--- config.mk ---
export PLATFORM = sky130hd
export DESIGN_NAME = dmem_arbiter
export DESIGN_NICKNAME = d
export VERILOG_FILES = /design/src/rtl/dmem_arbiter.sv
export SDC_FILE = /design/constraint.sdc
export NUM_CORES = 1
export LEC_CHECK = 0
export BUFFER_PORTS_ARGS = -buffer_cell sky130_fd_sc_hd__clkbuf_2
export CORE_MARGIN = 2
export CORE_UTILIZATION = 31
export DETAILED_ROUTE_END_ITERATION = 6
export PLACE_DENSITY = 0.78
export SLEW_MARGIN = 10
export SYNTH_ARGS = -nofsm -noshare
export SYNTH_HDL_FRONTEND = slang
export SYNTH_SLANG_ARGS = --single-unit
--- constraint.sdc ---
create_clock -name clk -period 2.1 [get_ports clk]
set_clock_uncertainty 0.05 [all_clocks]
set_input_delay 0.42 -clock clk [delete_from_list [all_inputs] [get_ports clk]]
set_output_delay 0.42 -clock clk [all_outputs]
set_load 0.01 [all_outputs]
--- src/rtl/dmem_arbiter.sv ---
// Core/host arbiter for the single-port data memory, with starvation bound and host lock mode.
// Optional build macro DMEM_ARB_STATS_EN adds stall / host-grant statistics counters.
module dmem_arbiter #(
    parameter int AW           = 8,
    parameter int DW           = 8,
    parameter int STARVE_LIMIT = 3
) (
    input  logic          clk,
    input  logic          reset,
    input  logic          cpu_rd_en,
    input  logic          cpu_wr_en,
    input  logic [AW-1:0] cpu_addr,
    input  logic [DW-1:0] cpu_wdata,
    output logic [DW-1:0] cpu_rdata,
    output logic          cpu_stall,
    output logic          cpu_halt,
    input  logic          host_req,
    input  logic          host_we,
    input  logic [AW-1:0] host_addr,
    input  logic [DW-1:0] host_wdata,
    input  logic          host_lock,
    output logic          host_gnt,
    output logic          host_rvalid,
    output logic [DW-1:0] host_rdata,
`ifdef DMEM_ARB_STATS_EN
    output logic [15:0]   stat_stall_cnt,
    output logic [15:0]   stat_host_cnt,
`endif
    output logic          mem_wr_en,
    output logic          mem_rd_en,
    output logic [AW-1:0] mem_addr,
    output logic [DW-1:0] mem_dat_in,
    input  logic [DW-1:0] mem_dat_out
);

    typedef enum logic {RUN, LOCK} state_t;

    localparam logic [3:0] LIMIT = 4'(STARVE_LIMIT);

    state_t     state, state_nxt;
    logic [3:0] wait_cnt;
    logic       cpu_req;
    logic       cpu_gnt;

    assign cpu_req = cpu_rd_en | cpu_wr_en;

    always_ff @(posedge clk) begin
        if (reset) state <= RUN;
        else       state <= state_nxt;
    end

    always_comb begin
        state_nxt = state;
        host_gnt  = 1'b0;
        cpu_gnt   = 1'b0;
        cpu_stall = 1'b0;
        cpu_halt  = 1'b0;
        case (state)
            RUN: begin
                if (host_lock) state_nxt = LOCK;
                // Host wins when the core is idle or the host has waited out its limit.
                if (host_req && (!cpu_req || wait_cnt >= LIMIT)) host_gnt = 1'b1;
                else if (cpu_req)                                 cpu_gnt  = 1'b1;
                cpu_stall = cpu_req & ~cpu_gnt;
            end
            LOCK: begin
                if (!host_lock) state_nxt = RUN;
                host_gnt  = host_req;
                cpu_stall = cpu_req;
                cpu_halt  = 1'b1;
            end
            default: state_nxt = RUN;
        endcase
    end

    always_ff @(posedge clk) begin
        if (reset)                       wait_cnt <= '0;
        else if (!host_req || host_gnt)  wait_cnt <= '0;
        else if (wait_cnt < LIMIT)       wait_cnt <= wait_cnt + 4'd1;
    end

    always_comb begin
        mem_wr_en  = 1'b0;
        mem_rd_en  = 1'b0;
        mem_addr   = '0;
        mem_dat_in = '0;
        if (host_gnt) begin
            mem_wr_en  = host_we;
            mem_rd_en  = ~host_we;
            mem_addr   = host_addr;
            mem_dat_in = host_wdata;
        end else if (cpu_gnt) begin
            mem_wr_en  = cpu_wr_en;
            mem_rd_en  = cpu_rd_en;
            mem_addr   = cpu_addr;
            mem_dat_in = cpu_wdata;
        end
    end

    assign cpu_rdata = (cpu_gnt && cpu_rd_en) ? mem_dat_out : '0;

    always_ff @(posedge clk) begin
        if (reset) begin
            host_rvalid <= 1'b0;
            host_rdata  <= '0;
        end else begin
            host_rvalid <= host_gnt & ~host_we;
            if (host_gnt && !host_we) host_rdata <= mem_dat_out;
        end
    end

`ifdef DMEM_ARB_STATS_EN
    always_ff @(posedge clk) begin
        if (reset) begin
            stat_stall_cnt <= '0;
            stat_host_cnt  <= '0;
        end else begin
            if (cpu_stall && stat_stall_cnt != 16'hFFFF) stat_stall_cnt <= stat_stall_cnt + 16'd1;
            if (host_gnt && stat_host_cnt != 16'hFFFF)   stat_host_cnt  <= stat_host_cnt + 16'd1;
        end
    end
`endif

endmodule

==> results_dict.tcl <==
set metrics [dict create \
    run_status "finished, violations left" \
    violations "negative setup slack" \
    crit_path_cell_trace "ha_4 -> or3_4 -> o31a_1 -> buf_6 -> a22o_1 -> buf_2" \
    synth_area_leader_cell "dfxtp_1" \
    synth_common_cells "a22o_1, nand2b_1, dfxtp_1" \
    drt_iter0_drc 76 \
    ys_warn_count 0 \
    synth_top_flop_cell "dfxtp_1" \
    critPathTopFamily "compound AO/OA/AOI/OAI gates" \
    switching_share_pct 28.9 \
    grt_pass1_vias 984 \
    holdWs_ps 282 \
    fmax_ghz 0.404 \
    min_from "host_we" \
    grt_pass1_wl_um 4440 \
    peakVddDrop_mv 0.391 \
    grtUsageTotal_pct 17.5 \
    fin_crit_ps 2470 \
    clockRootBuffer "clkbuf_4" \
    async_flop_share_pct 0 \
    place_ws_ps -111 \
    nFillCells 223 \
    arrival_ps 2000 \
    gp_congestion 0.731 \
    p_sw_mw 0.215 \
    die_h_um 56 \
    ctsLongestPathBuffers 2 \
    ant_nets 0 \
    antenna_cells 0 \
    post-route-period-util_pct 118 \
    crit_required_ps 1630 \
    start_util_pct 33.2 \
    syn_inst 88 \
    grt-ovfl-total 0 \
    startpoint_type "register" \
    multi_input_area_sq_um 538 \
    end_kind "primary output" \
    cpPeakStageDelay_ps 370 \
    cts.sinks 14 \
    ys_seq_area_share_pct 33.4 \
    hold_viol_final 0 \
    die_width_um 56 \
    final_nets 233 \
    crit_type "register to primary output" \
    h-tree-depth 1 \
    drv_slew 0 \
    power_frac_seq_pct 38.1 \
    pwr-share-comb_pct 36.3 \
    synth-seq-cells 14 \
    p_int_mw 0.530 \
    synth_edf_count 0 \
    core.rowCount 18 \
    die_area_sq_mm 0.00314 \
    clkPwrFrac_pct 25.6 \
    grt_max_degree 21 \
    crit_slowest_cell "o31a_1" \
    io_buffers 84 \
    setup_violations 28 \
    syn-mean-instance-area_sq_um 9.53 \
    netlist_area_sq_um 838 \
    io_pins 85 \
    vias_per_cell 4.82 \
    yosysUniqueCellTypes 24 \
    cap_violations 0 \
    drc 0 \
    num_vias 1031 \
    antenna_found_initial 0 \
    fp.coreArea_sq_mm 0.00252 \
    timing.final.ws_setup_ps -373 \
    ys_top_cells_by_area "dfxtp_1, a22o_1, nand2b_1" \
    cts-buffers-inserted 3 \
    leakagePower_nw 0.822 \
    path_buf_inv 2 \
    finalPower_mw 0.745 \
    avgRoutedWirePerCell_um 13.3 \
    netlist.area_leader.share_pct 33.4 \
    cts_tree "built" \
    critPathMaxFanout 7 \
    rr_startpoint "wait_cnt[0]" \
    fin_util_pct 58.4 \
    detail_route.first_pass.iterations 4 \
    rsz0062_at_grt "true" \
    ctsHoldBuffers 0 \
    path_clk_slew_ps 80 \
    area_growth_pct 75.7 \
    finalSetupTns_ps -8560 \
    hold_class "input pin to register" \
    post-dp-hpwl_um 2270 \
    finalWirelength_um 2840 \
    drive_gt1_share_pct 58.7 \
    power-per-cell-area_mw_per_mm2 506 \
    startpoint "wait_cnt[0]" \
    clk_latency_ps 280 \
    regArea_sq_um 283 \
]
## flip-flops by register name, indices dropped and copies added, names as in the netlist
register     count
state            1
host_rdata       8
host_rvalid      1
wait_cnt         4
## final cells by class
class	count	share of cell area, %
Timing Repair Buffer	98	38.7
Multi-Input combinational cell	66	36.5
Sequential cell	14	19.2
Tap cell	30	2.55
Clock buffer	4	2.46
Inverter	2	0.510
## per-stage QoR
step	std cells	cell area (sq um)
after global routing	214	1470
after global placement	205	1340
after detailed placement	205	1340
final	214	1470
after CTS	213	1440
after floorplan	89	855
## per-layer routing
| layer | global-route usage [%] | vias up | wire length, um |
|---|---|---|---|
| li1 | - | 512 | - |
| met1 | 20.6 | 447 | 1160 |
| met2 | 31.3 | 68 | 1350 |
| met3 | 4.19 | 4 | 298 |
| met4 | 5.10 | 0 | 30 |
| met5 | 0 | - | 0 |
## cells in the final DEF, fill, tap and decap left out, types with 3 or more instances in the layout
cell,n
a22o_1,16
and3_1,8
buf_2,17
buf_4,6
buf_6,8
clkbuf_2,66
clkbuf_4,3
dfxtp_1,12
mux2i_1,8
nand2b_1,16
## repair_timing
item                       4_1_cts  5_1_grt
buffers inserted                 2        1
gates cloned                     2        0
hold endpoints to repair         0        0
gates resized for setup         10       23
pin swaps                        8        2
setup endpoints to repair       28       28
## worst paths after layout
path / end / slack (ps) / cells after the start
max: mem_dat_in[2] / -370 / 6
min: host_rvalid / 280 / 2
max reg2reg: host_rdata[1] / 270 / 6
min reg2reg: wait_cnt[0] / 400 / 1
## power by group through the flow
stage                     registers [mW]  logic (mW)  clock network, mW
final                              0.284       0.271              0.191
after global routing               0.285       0.293              0.215
after floorplan                    0.295       0.120                  0
after global placement             0.289       0.244                  0
after CTS                          0.284       0.265              0.198
after detailed placement           0.289       0.248                  0
## logic make-up after synthesis
group | after synthesis | share of synthesized area, %
AND/OR/NAND/NOR | 32 | 24.2
other | 1 | 0.447
multiplexers | 8 | 9.55
AO/OA/AOI/OAI | 23 | 24.6
adder cells (fa/ha/maj) | 1 | 1.49
flip-flops | 14 | 33.4
buffers and inverters | 9 | 6.27
Note: power is estimated with default switching activity, not from simulation.
